## config.mk

```make
export PLATFORM = sky130hd
export DESIGN_NAME = pte_mem_responder
export DESIGN_NICKNAME = d
export VERILOG_FILES = /design/src/rtl/pte_resp_pkg.sv /design/src/rtl/pte_mem_responder.sv
export SDC_FILE = /design/constraint.sdc
export NUM_CORES = 1
export LEC_CHECK = 0
export BUFFER_PORTS_ARGS = -buffer_cell sky130_fd_sc_hd__buf_2
export CORE_MARGIN = 1
export CORE_UTILIZATION = 57
export CTS_CLUSTER_SIZE = 25
export DETAILED_ROUTE_END_ITERATION = 8
export GPL_ROUTABILITY_DRIVEN = 0
export PLACE_DENSITY = 0.85
export SETUP_SLACK_MARGIN = 0.2
export SYNTH_ARGS = -nofsm -noshare
export SYNTH_HDL_FRONTEND = slang
export SYNTH_SLANG_ARGS = --single-unit
```

## constraint.sdc

```tcl
create_clock -name CLK -period 31.7 [get_ports CLK]
set_input_delay 9.51 -clock CLK [delete_from_list [all_inputs] [get_ports CLK]]
set_output_delay 9.51 -clock CLK [all_outputs]
set_load 0.03 [all_outputs]
```

## src/rtl/pte_resp_pkg.sv

```systemverilog
// Shared types and helpers for the PTE memory responder.
package pte_resp_pkg;

  localparam int LINE_W = 128;
  localparam int TAG_W  = 28;

  typedef enum logic [1:0] {
    ST_IDLE    = 2'd0,
    ST_RD_MISS = 2'd1,
    ST_WR      = 2'd2,
    ST_RESP    = 2'd3
  } state_e;

  // Word 0 is bits [31:0], word 3 is bits [127:96].
  function automatic logic [31:0] word_sel(input logic [LINE_W-1:0] line, input logic [1:0] idx);
    return line[{idx, 5'b00000} +: 32];
  endfunction

endpackage

```

## src/rtl/pte_mem_responder.sv

```systemverilog
// PTE walk port responder: single-word accesses mapped onto 128-bit DRAM lines,
// with a one-line read buffer that write-through stores keep coherent.
module pte_mem_responder
  import pte_resp_pkg::*;
(
  input  logic              CLK,
  input  logic              RST,
  input  logic              i_req,
  input  logic              i_we,
  input  logic [31:0]       i_addr,
  input  logic [31:0]       i_wdata,
  input  logic              i_flush,
  output logic              o_busy,
  output logic              o_rvalid,
  output logic [31:0]       o_rdata,
  output logic              o_mem_req,
  output logic              o_mem_we,
  output logic [31:0]       o_mem_addr,
  output logic [LINE_W-1:0] o_mem_wdata,
  output logic [15:0]       o_mem_wmask,
  input  logic              i_mem_ack,
  input  logic [LINE_W-1:0] i_mem_rdata
);

  state_e             state_q, state_d;
  logic               buf_valid_q, buf_valid_d;
  logic [TAG_W-1:0]   buf_tag_q, buf_tag_d;
  logic [LINE_W-1:0]  buf_data_q, buf_data_d;
  logic [1:0]         word_q, word_d;
  logic               busy_q, busy_d;
  logic               rvalid_q, rvalid_d;
  logic [31:0]        rdata_q, rdata_d;
  logic               mem_req_q, mem_req_d;
  logic               mem_we_q, mem_we_d;
  logic [31:0]        mem_addr_q, mem_addr_d;
  logic [LINE_W-1:0]  mem_wdata_q, mem_wdata_d;
  logic [15:0]        mem_wmask_q, mem_wmask_d;

  logic               req_hit;
  logic               line_hit;
  logic               addr_lsb_unused;

  assign addr_lsb_unused = ^i_addr[1:0];
  assign req_hit  = buf_valid_q && (buf_tag_q == i_addr[31:4]);
  assign line_hit = buf_valid_q && (buf_tag_q == mem_addr_q[31:4]);

  always_comb begin
    state_d     = state_q;
    buf_valid_d = buf_valid_q;
    buf_tag_d   = buf_tag_q;
    buf_data_d  = buf_data_q;
    word_d      = word_q;
    busy_d      = busy_q;
    rvalid_d    = 1'b0;
    rdata_d     = rdata_q;
    mem_req_d   = mem_req_q;
    mem_we_d    = mem_we_q;
    mem_addr_d  = mem_addr_q;
    mem_wdata_d = mem_wdata_q;
    mem_wmask_d = mem_wmask_q;

    case (state_q)
      ST_IDLE: begin
        if (i_req) begin
          word_d = i_addr[3:2];
          if (i_we) begin
            mem_req_d   = 1'b1;
            mem_we_d    = 1'b1;
            mem_addr_d  = {i_addr[31:4], 4'b0000};
            mem_wdata_d = {4{i_wdata}};
            mem_wmask_d = 16'h000F << {i_addr[3:2], 2'b00};
            busy_d      = 1'b1;
            state_d     = ST_WR;
          end else if (req_hit) begin
            rdata_d  = word_sel(buf_data_q, i_addr[3:2]);
            rvalid_d = 1'b1;
            state_d  = ST_RESP;
          end else begin
            mem_req_d   = 1'b1;
            mem_we_d    = 1'b0;
            mem_addr_d  = {i_addr[31:4], 4'b0000};
            mem_wmask_d = 16'h0000;
            busy_d      = 1'b1;
            state_d     = ST_RD_MISS;
          end
        end
      end
      ST_RD_MISS: begin
        if (i_mem_ack) begin
          buf_valid_d = 1'b1;
          buf_tag_d   = mem_addr_q[31:4];
          buf_data_d  = i_mem_rdata;
          rdata_d     = word_sel(i_mem_rdata, word_q);
          rvalid_d    = 1'b1;
          mem_req_d   = 1'b0;
          busy_d      = 1'b0;
          state_d     = ST_RESP;
        end
      end
      ST_WR: begin
        if (i_mem_ack) begin
          // Write-through without allocate: only refresh a line we already hold.
          if (line_hit) begin
            buf_data_d[{word_q, 5'b00000} +: 32] = mem_wdata_q[31:0];
          end
          rvalid_d  = 1'b1;
          mem_req_d = 1'b0;
          busy_d    = 1'b0;
          state_d   = ST_RESP;
        end
      end
      default: begin
        state_d = ST_IDLE;
      end
    endcase

    // Flush overrides any fill happening in the same cycle.
    if (i_flush) begin
      buf_valid_d = 1'b0;
    end
  end

  always_ff @(posedge CLK or posedge RST) begin
    if (RST) begin
      state_q     <= ST_IDLE;
      buf_valid_q <= 1'b0;
      buf_tag_q   <= '0;
      buf_data_q  <= '0;
      word_q      <= '0;
      busy_q      <= 1'b0;
      rvalid_q    <= 1'b0;
      rdata_q     <= '0;
      mem_req_q   <= 1'b0;
      mem_we_q    <= 1'b0;
      mem_addr_q  <= '0;
      mem_wdata_q <= '0;
      mem_wmask_q <= '0;
    end else begin
      state_q     <= state_d;
      buf_valid_q <= buf_valid_d;
      buf_tag_q   <= buf_tag_d;
      buf_data_q  <= buf_data_d;
      word_q      <= word_d;
      busy_q      <= busy_d;
      rvalid_q    <= rvalid_d;
      rdata_q     <= rdata_d;
      mem_req_q   <= mem_req_d;
      mem_we_q    <= mem_we_d;
      mem_addr_q  <= mem_addr_d;
      mem_wdata_q <= mem_wdata_d;
      mem_wmask_q <= mem_wmask_d;
    end
  end

  assign o_busy      = busy_q;
  assign o_rvalid    = rvalid_q;
  assign o_rdata     = rdata_q;
  assign o_mem_req   = mem_req_q;
  assign o_mem_we    = mem_we_q;
  assign o_mem_addr  = mem_addr_q;
  assign o_mem_wdata = mem_wdata_q;
  assign o_mem_wmask = mem_wmask_q;

  // The walker must not issue a request until the responder is back in idle.
  a_no_req_when_busy: assert property (@(posedge CLK) disable iff (RST)
    !(i_req && (busy_q || state_q == ST_RESP)));

endmodule
```

### After elaboration in Yosys (flattened, before gate mapping)

Index checks and enable logic that the tools add are counted.

| word-level totals | value |
|---|---|
| memories | 0 |
| flip-flop bits (word level) | 372 |
| latch bits | 0 |
| memory bits (writable) | 0 |
| input port bits | 198 |
| output and inout port bits | 212 |
| word-level logic and storage cells | 83 |
| ROM bits | 0 |

| operators by class | value |
|---|---|
| mux-type cells | 34 |
| shifts and indexed selects | 5 |
| add/sub/neg operators | 1 |
| reductions and logical operators | 18 |
| bitwise logic cells | 0 |
| order comparisons | 0 |
| equality and inequality tests | 13 |
| $mul | 0 |
| div/mod/pow operators | 0 |

Operators by type and width:

| operator | number |
|---|---|
| $mux 128 | 3 |
| $pmux 128 s2 | 1 |
| $shiftx 128x8->32 | 2 |
| $mux 32 | 6 |
| $bwmux 128 | 1 |
| $shift 32x9->128 const A | 1 |
| $shiftx 32x9->128 | 1 |
| $pmux 32 s2 | 1 |
| $eq 28x28->1 | 2 |
| $mux 16 | 2 |
| $shl 4x4->16 const A | 1 |
| $ne 2x2->1 const B | 7 |
| $mux 1 | 13 |
| $reduce_bool 2->1 | 5 |
| $neg 7->9 | 1 |
| $mux 2 | 4 |
| $reduce_and 2->1 | 4 |
| $reduce_and 4->1 | 2 |
| $reduce_and 3->1 | 2 |
| $reduce_and 5->1 | 1 |
| $pmux 1 s2 | 2 |
| $pmux 2 s2 | 1 |
| $ne 3x3->1 const B | 1 |
| $eq 2x1->1 const B | 1 |
| other kinds (5) | 6 |

### Longest topological paths before layout

Gate-level depths: netlist of the first run.

| logic depth | value |
|---|---|
| depth after elaboration | 6 |
| gate-level depth with buffers | 10 |
| depth with buffers taken out | 8 |

### Least setup slack after synthesis of the first run

OpenSTA, ideal clock, no wires.

| timing | value |
|---|---|
| path kind | input to register |
| from | input i_addr[3] |
| to | register rdata_q[10] (netlist: o_rdata[10]) |
| path slack | 20124 ps |
| data required time | 31575 ps |
| stages | 6 |
| library setup time | 125 ps |
| path buffers | 3 |
| arrival time | 11452 ps |
| path through | clkbuf_1 clkbuf_1 buf_2 mux4_2 mux2_2 mux2_2 |

| on the way | value |
|---|---|
| longest elaborated chain between the ends | 5 |

Ends and longest elaborated chain:

| element | line | text |
|---|---|---|
| start: declaration | pte_mem_responder.sv:10 | `input logic [31:0] i_addr,` |
| $shiftx 128x8->32 | pte_resp_pkg.sv:16 | `return line[{idx, 5'b00000} +: 32];` |
| $mux 32 | pte_mem_responder.sv:74 | `end else if (req_hit) begin` |
| $mux 32 | pte_mem_responder.sv:66 | `if (i_we) begin` |
| $mux 32 | pte_mem_responder.sv:64 | `if (i_req) begin` |
| $pmux 32 s2 | pte_mem_responder.sv:62 | `case (state_q)` |
| end signal: assignment | pte_mem_responder.sv:146 | `rdata_q <= rdata_d;` |
| end: declaration | pte_mem_responder.sv:32 | `logic [31:0] rdata_q, rdata_d;` |

Every way passes these cells. The select of a mux whose other input is x is not followed.
A chain may end at the register's enable or synchronous reset.

### Worst setup path after layout of the first run

| timing | value |
|---|---|
| from | input i_addr[25] |
| to | register rdata_q[28] (netlist: o_rdata[28]) |

| on the way | value |
|---|---|
| longest elaborated chain between the ends | 4 |

Ends and longest elaborated chain:

| element | line | text |
|---|---|---|
| $eq 28x28->1 | pte_mem_responder.sv:44 | `assign req_hit = buf_valid_q && (buf_tag_q == i_addr[31:4]);` |
| $logic_and 1x1->1 | pte_mem_responder.sv:44 |  |
| $ne 2x2->1 (no source line) | n/a |  |
| $reduce_and 5->1 (no source line) | n/a |  |

Every way passes these cells.

==> results of run 1 <==
routing by layer:
layer / up-vias / wire [um]
li1: 4488 / -
met1: 5288 / 15300
met2: 558 / 20100
met3: 79 / 2740
met4: 0 / 970
met5: - / 0
cell type report:
class                   instances  area, um2  share of cell area
diodes                          2       5.00            0.000296
multi-input cells             623       6790               0.401
clock inverters                13        150             0.00888
flip-flops and latches        260       6510               0.385
well taps                     324        405              0.0240
clock buffers                  41        861              0.0509
repair buffers                420       2140               0.127
inverters                      10       47.5             0.00281
final timing paths:
kind | startpoint | endpoint | slack [ns] | depth (start not counted)
max reg2reg | buf_tag_q[21] | o_rdata[28] | 28.00 | 7
min in group asynchronous | RST | o_mem_wdata[119] | 9.16 | 2
min reg2reg | buf_data_q[40] | buf_data_q[40] | 0.49 | 1
max | i_addr[25] | o_rdata[28] | 19.35 | 8
min | buf_data_q[40] | buf_data_q[40] | 0.49 | 1
max in group asynchronous | RST | word_q[1] | 21.00 | 3
registers in the layout (all words and copies together), names as in the netlist, 2 cells and up:
signal,cells
o_rdata,32
buf_tag_q,28
state_q,2
o_mem_addr,28
word_q,2
o_mem_wdata,32
buf_data_q,128
o_mem_wmask,4
Yosys cell counts, drive strengths merged:
cell | count | share of area
nand2 | 11 | 0.0029
a21oi | 6 | 0.0021
nand3 | 7 | 0.0024
mux4 | 64 | 0.10
clkbuf | 52 | 0.014
and2 | 1 | 0.00043
or3 | 1 | 0.00043
o21ai | 15 | 0.0052
a32oi | 1 | 0.00061
nor4b | 1 | 0.00061
and4 | 1 | 0.00061
a21o | 1 | 0.00052
a22oi | 21 | 0.011
dfrtp | 260 | 0.45
o31ai | 3 | 0.0016
ha | 8 | 0.0069
clkinv | 1 | 0.00026
and4b | 1 | 0.00069
o22ai | 1 | 0.00043
nand4 | 9 | 0.0039
mux2 | 259 | 0.20
o311ai | 1 | 0.00061
xnor2 | 32 | 0.019
conb | 1 | 0.00026
o211a | 1 | 0.00069
nor2b | 1 | 0.00043
a22o | 106 | 0.064
nor4 | 12 | 0.0062
o2bb2ai | 21 | 0.013
and3 | 1 | 0.00043
nor3 | 1 | 0.00035
nor2 | 6 | 0.0017
o32ai | 1 | 0.0019
o211ai | 1 | 0.00052
inv | 9 | 0.0023
xor2 | 24 | 0.015
buf | 137 | 0.068
kinds of logic (layout without fill, tap and decap cells):
family | after synthesis | after routing
flip-flops | 260 | 260
AND/OR/NAND/NOR | 53 | 53
other | 1 | 6
multiplexers | 323 | 323
XOR/XNOR | 56 | 56
adder cells (fa/ha/maj) | 8 | 8
buffers and inverters | 199 | 484
AO/OA/AOI/OAI | 179 | 179
power by group:
group | internal, W | total (W) | switching [W]
Clock | 0.000213 | 0.000351 | 0.000138
Combinational | 0.000428 | 0.00100 | 0.000573
Sequential | 0.000493 | 0.000648 | 0.000155
critical path, stage by stage:
cell and delay, ns:
buf_2 0.11, xor2_1 0.14, nor4_1 0.35, nand4_1 0.28, or3_1 0.49, o32ai_4 1.00
buf_4 0.47, mux2_2 0.39
metrics by stage:
stage          instances  area, um2  worst slack (ns)
2_1_floorplan       1082      14500             15.03
3_3_place_gp        1637      15900             18.86
3_5_place_dp        1637      15900             18.76
4_1_cts             1691      16900             19.31
5_1_grt             1692      16900             19.23
6_report            1693      16900             19.35
==> reports/metrics.cfg, run 1 <==
[grt]
globalRouteMet2Util=0.528
busiest_layer=met2
grt_antenna_before_repair=2
met3_usage=0.0426
grtUsageMet1=0.385
grt_pass1_wl_mm=60.3
grt_pass1_vias=10700
grt_overflow_total=0
grt_usage=0.301
grt_max_degree=140

[placement]
hpwlAfterDp_mm=25.2
placement.io_buffers=403

[sta]
fin_worst_skew_ns=0.0139
fmaxAchievable_mhz=81.0
worst_pin_slew_ns=1.23
setup-tns-final_ns=0
rsz0062_at_grt=false
finalHoldViolations=0
slew_viol_final=0
finalCriticalPeriod_ns=12.35
slew_headroom=0.178
fin_hold_ws_ns=0.490
finalSetupViolations=0
timing.final.crit_share=0.389

[drt]
avgRoutedWirePerCell_um=23.1
drc_errors=0
via_per_inst=6.15
routed_wl_mm=39.1
firstDrtPassIters=5
drtIter0Drc=733
num_vias=10400
drtAntennaViolNets=0

[pwr]
power.density_mw_per_mm2=118
peakVddDrop_v=0.0000914
p_total_w=0.00200
p_leak_nw=7.79

[logic_synthesis]
synth_cell_types=44
synthCells=1079
ys_warn_count=0
muxShareOfSynthArea=0.302
synth_area_mm2=0.0144
ys_ff_latch=260
ys_seq_area_frac=0.450
synthSimpleGateAreaFrac=0.0211
syn_avg_cell_area_um2=13.4
synth_xor_area_frac=0.0339
synth_compound_area_frac=0.102
synth_top_family_by_area=multiplexers
synthAdderAreaFrac=0.00693

[hold_path]
hold_path.class=reg -> reg

[clocking]
cts_hold_buf=0
cts_made_buffers=29
post_cts_buffers=0
cts_max_path_buffers=3
path_clk_slew_ns=0.06
cts_max_level=1
insertion_delay_ns=0.55
post_cts_resized=0
cts.sinks=260
cts_tree=built
cts-root-buf=clkbuf_16

[setup_path]
cp-start-kind=input pin
cp_max_fo=17
critPathArrivalTime_ns=12.76
end_kind=flip-flop
cp.required_ns=32.12
crit_type=in -> reg

[floorplan]
die_area_mm2=0.0260
die_w_um=161
core_mm2=0.0246
io_pins=410
die_h_um=161
rows=57
start_util=0.587

[flow_run]
cap_violations=0

[finish]
area_delta_synth_final_pct=17.0
mostFrequentLayoutCells=403 x buf_2, 258 x dfrtp_1, 257 x mux2_2
final_nets=1550
layout-drive-gt1-share=0.591
fill_cells=1765
fin_util=0.687
final_common_cell=buf_2

[run_status]
status=completed

(Power assumes the default switching activity.)
==> run 2: changes to the inputs <==
--- a/config.mk
+++ b/config.mk
@@ -7,11 +7,11 @@
 export LEC_CHECK = 0
 export BUFFER_PORTS_ARGS = -buffer_cell sky130_fd_sc_hd__buf_2
 export CORE_MARGIN = 1
-export CORE_UTILIZATION = 57
+export CORE_UTILIZATION = 48
 export CTS_CLUSTER_SIZE = 25
 export DETAILED_ROUTE_END_ITERATION = 8
 export GPL_ROUTABILITY_DRIVEN = 0
-export PLACE_DENSITY = 0.85
+export PLACE_DENSITY = 0.76
 export SETUP_SLACK_MARGIN = 0.2
 export SYNTH_ARGS = -nofsm -noshare
 export SYNTH_HDL_FRONTEND = slang
==> constraint.sdc (replaced) <==
create_clock -name CLK -period 10.4 [get_ports CLK]
set_input_delay 3.12 -clock CLK [delete_from_list [all_inputs] [get_ports CLK]]
set_output_delay 3.12 -clock CLK [all_outputs]
set_load 0.03 [all_outputs]
==> reports/metrics.cfg, run 2 (synthesized netlist as in run 1, its figures left out) <==
[drt]
drtIter0Drc=583
routed_wl_mm=39.6
via_per_inst=5.88
avgRoutedWirePerCell_um=22.6
drc_errors=0
drtAntennaViolNets=0
firstDrtPassIters=5
num_vias=10300

[finish]
fin_cells=1753
final_nets=1552
layout-drive-gt1-share=0.589
mostFrequentLayoutCells=403 x buf_2, 258 x dfrtp_1, 257 x mux2_2
final_common_cell=buf_2
area_delta_synth_final_pct=17.0
largest_register_ffs=128
regMostFlops=buf_data_q
fill_cells=2445

[clocking]
cts_tree=built
cts_made_buffers=29
cts.sinks=260
path_clk_slew_ns=0.06
cts_max_path_buffers=3
cts_max_level=1
cts_hold_buf=0
post_cts_resized=0
cts-root-buf=clkbuf_16
post_cts_buffers=0
insertion_delay_ns=0.55

[placement]
hpwlAfterDp_mm=25.7
dp_cells=1705
placement.io_buffers=403

[sta]
rsz0062_at_grt=false
fmaxAchievable_mhz=172
finalCriticalPeriod_ns=5.83
worst_pin_slew_ns=1.25
timing.final.crit_share=0.560
slew_viol_final=0
setup-tns-final_ns=0
fin_worst_skew_ns=0.0194
finalHoldViolations=0
slew_headroom=0.165
finalSetupViolations=0

[grt]
grt_pass1_vias=10400
grt_max_degree=144
grt_antenna_before_repair=5
grt_pass1_wl_mm=60.2
grt_usage=0.255
grt_overflow_total=0

[setup_path]
crit_type=in -> reg
cp_slowest_cell=o32ai_4
cp-start-kind=input pin
cpPeakStageDelay_ns=0.95
cp_max_fo=17
end_kind=flip-flop
critPathArrivalTime_ns=6.25
cp.required_ns=10.82
crit_chain=buf_2 -> xor2_1 -> nor4_1 -> nand2_1 -> or3_1 -> o32ai_4 -> buf_4 -> mux2_2

[floorplan]
rows=63
die_area_mm2=0.0308
core_mm2=0.0296
die_h_um=175
io_pins=410
die_w_um=175
start_util=0.487

[pwr]
p_leak_nw=7.74
power.density_mw_per_mm2=354
peakVddDrop_v=0.000185

[hold_path]
hold_path.class=reg -> reg

[run_status]
status=completed

[flow_run]
cap_violations=0

## run 2: cell count changes in the layout (fill, tap and decap cells not counted), sizes merged
cell | previous run | this run
diode | 2 | 1
bufinv | 3 | 0
buf | 420 | 422
clkinv | 7 | 4
clkbuf | 41 | 43
inv | 12 | 9
## run 2: cell type report
| cell class | count | area (um2) | share of cell area |
|---|---|---|---|
| Clock buffer | 43 | 878 | 0.0520 |
| Timing Repair Buffer | 422 | 2170 | 0.128 |
| Tap cell | 390 | 488 | 0.0289 |
| Sequential cell | 260 | 6510 | 0.385 |
| Inverter | 10 | 43.8 | 0.00259 |
| Multi-Input combinational cell | 623 | 6790 | 0.401 |
| Antenna cell | 1 | 2.50 | 0.000148 |
| Clock inverter | 4 | 23.8 | 0.00141 |
## run 2: metrics by stage
step / total power (W) / setup slack [ns] / area (um2) / utilization / hold slack, ns
after floorplan: 0.00443 / 3.85 / 14500 / - / 0.452
after global routing: 0.00629 / 4.43 / 16900 / 0.570 / 0.504
after global placement: 0.00492 / 3.99 / 16000 / 0.540 / 0.468
after detailed placement: 0.00501 / 3.94 / 16000 / 0.540 / 0.473
after CTS: 0.00601 / 4.51 / 16900 / 0.570 / 0.486
final: 0.00599 / 4.57 / 16900 / 0.570 / 0.484
## run 2: path summary, 6_finish.rpt
path | depth (start not counted) | to | from | slack [ns]
max | 8 | o_rdata[14] | i_addr[20] | 4.57
min | 1 | buf_data_q[45] | buf_data_q[45] | 0.48
max reg2reg | 8 | buf_data_q[99] | state_q[0] | 6.55
min reg2reg | 1 | buf_data_q[45] | buf_data_q[45] | 0.48
max in group asynchronous | 3 | word_q[0] | RST | 6.02
min in group asynchronous | 2 | o_mem_wdata[121] | RST | 2.79
## run 2: report_power, final
part,switching [W],internal (W)
Clock,0.000405,0.000575
Sequential,0.000503,0.00150
Combinational,0.00170,0.00130
## run 2: metal layers
metal,share of wire,vias up,track usage
li1,-,4483,-
met1,0.42,5300,0.339
met2,0.51,452,0.438
met3,0.060,66,0.0383
met4,0.015,6,0.0601
met5,0.00086,-,0
## run 2: worst max-delay path: cells and delay by family
family,cells,cell delay (ns)
AND/OR/NAND/NOR,3,1.07
multiplexers,1,0.39
XOR/XNOR,1,0.13
buffers and inverters,2,0.58
AO/OA/AOI/OAI,1,0.95
==> run 3: changes to the inputs <==
--- a/config.mk
+++ b/config.mk
@@ -7,11 +7,11 @@
 export LEC_CHECK = 0
 export BUFFER_PORTS_ARGS = -buffer_cell sky130_fd_sc_hd__buf_2
 export CORE_MARGIN = 1
-export CORE_UTILIZATION = 48
+export CORE_UTILIZATION = 53
 export CTS_CLUSTER_SIZE = 25
 export DETAILED_ROUTE_END_ITERATION = 8
 export GPL_ROUTABILITY_DRIVEN = 0
-export PLACE_DENSITY = 0.76
+export PLACE_DENSITY = 0.8
 export SETUP_SLACK_MARGIN = 0.2
 export SYNTH_ARGS = -nofsm -noshare
 export SYNTH_HDL_FRONTEND = slang
==> constraint.sdc (replaced) <==
create_clock -name CLK -period 6.1 [get_ports CLK]
set_input_delay 1.83 -clock CLK [delete_from_list [all_inputs] [get_ports CLK]]
set_output_delay 1.83 -clock CLK [all_outputs]
set_load 0.03 [all_outputs]
==> reports/metrics.cfg, run 3 (synthesized netlist as in run 1, its figures left out) <==
[sta]
rsz0062_at_grt=false
finalCriticalPeriod_ns=3.80
worst_pin_slew_ns=1.20
finalHoldViolations=0
finalSetupViolations=0
setup-tns-final_ns=0
fmaxAchievable_mhz=263
slew_viol_final=0
slew_headroom=0.199
fin_worst_skew_ns=0.0195
timing.final.crit_share=0.623

[floorplan]
rows=60
io_pins=410
die_w_um=167
die_h_um=167
core_mm2=0.0269
start_util=0.538
die_area_mm2=0.0279

[finish]
fin_util=0.631
fin_cells=1712
final_nets=1553
largest_register_ffs=128
area_delta_synth_final_pct=17.4
mostFrequentLayoutCells=403 x buf_2, 258 x dfrtp_1, 257 x mux2_2
final_common_cell=buf_2
regMostFlops=buf_data_q
layout-drive-gt1-share=0.588
fill_cells=2070

[grt]
grt_max_degree=150
grt_antenna_before_repair=4
grt_pass1_wl_mm=59.0
grt_overflow_total=0
grt_pass1_vias=10500
grt_usage=0.274

[setup_path]
crit_end=o_rdata[4]
cp_max_fo=15
cp.required_ns=6.52
r2r_slack_ns=2.65
setup.worst_path.start=i_addr[25]
critPathArrivalTime_ns=4.22
cp-start-kind=input pin
r2r_start=state_q[1]
crit_type=in -> reg
reg2reg_depth=8
end_kind=flip-flop
regToRegEndpoint=buf_data_q[64]

[placement]
placement.io_buffers=403
hpwlAfterDp_mm=25.3
dp_cells=1657

[drt]
via_per_inst=6.03
routed_wl_mm=38.5
drtAntennaViolNets=0
avgRoutedWirePerCell_um=22.5
firstDrtPassIters=5
drc_errors=0
drtIter0Drc=694
num_vias=10300

[clocking]
path_clk_slew_ns=0.06
cts.sinks=260
cts_made_buffers=29
cts_max_path_buffers=3
cts_max_level=1
cts_tree=built
cts_hold_buf=0
post_cts_resized=0
post_cts_buffers=0
cts-root-buf=clkbuf_16
insertion_delay_ns=0.56

[hold_path]
hold_path.class=reg -> reg

[pwr]
power.density_mw_per_mm2=610
p_leak_nw=7.80
peakVddDrop_v=0.000375

[flow_run]
cap_violations=0

[run_status]
status=completed

## run 3: cell count changes in the layout (fill, tap and decap cells not counted), sizes merged
cell	before	now
inv	9	11
clkinv	4	2
buf	422	423
bufinv	0	4
diode	1	3
clkbuf	43	44
## run 3: per-stage QoR
| stage | setup WS, ns | cell area (um2) | hold WS [ns] | power (W) |
|---|---|---|---|---|
| finish | 2.30 | 17000 | 0.487 | 0.0104 |
| global route | 2.18 | 17000 | 0.504 | 0.0109 |
| CTS | 2.31 | 17000 | 0.491 | 0.0104 |
| detailed placement | 1.74 | 15900 | 0.469 | 0.00852 |
| global placement | 1.79 | 15900 | 0.465 | 0.00837 |
| floorplan | 0.842 | 14500 | 0.452 | 0.00755 |
## run 3: critical path, stage by stage
cell and delay, ns:
buf_2 0.11, xor2_1 0.14, nor4_1 0.39, nand4_1 0.28, or3_1 0.48, o32ai_4 0.25
buf_4 0.35, mux2_2 0.38
## run 3: worst min-delay path by stage
stage,end,depth (start not counted),from
floorplan,buf_data_q[32],1,buf_data_q[32]
global placement,o_rdata[31],1,o_rdata[31]
detailed placement,buf_data_q[51],1,buf_data_q[51]
finish,buf_data_q[41],1,buf_data_q[41]
CTS,buf_data_q[32],1,buf_data_q[32]
global route,buf_data_q[32],1,buf_data_q[32]
## run 3: report_power, final
part | leakage, nW | switching [W] | internal (W)
combinational | 4.11 | 0.00294 | 0.00223
clock | 0.497 | 0.000709 | 0.00114
sequential | 3.19 | 0.000783 | 0.00256
total | 7.80 | 0.00443 | 0.00593
## run 3: per-layer routing
metal	part of all wire	global-route usage
met1	0.41	0.362
met2	0.50	0.466
met3	0.061	0.0444
met4	0.023	0.0797
met5	0	0
## run 3: layout make-up
type	count	area (um2)	area share
Tap cell	341	427	0.0251
Inverter	10	43.8	0.00258
Timing Repair Buffer	423	2180	0.128
Clock buffer	44	862	0.0508
Antenna cell	3	7.51	0.000442
Multi-Input combinational cell	623	6790	0.400
Clock inverter	8	148	0.00870
Sequential cell	260	6510	0.384
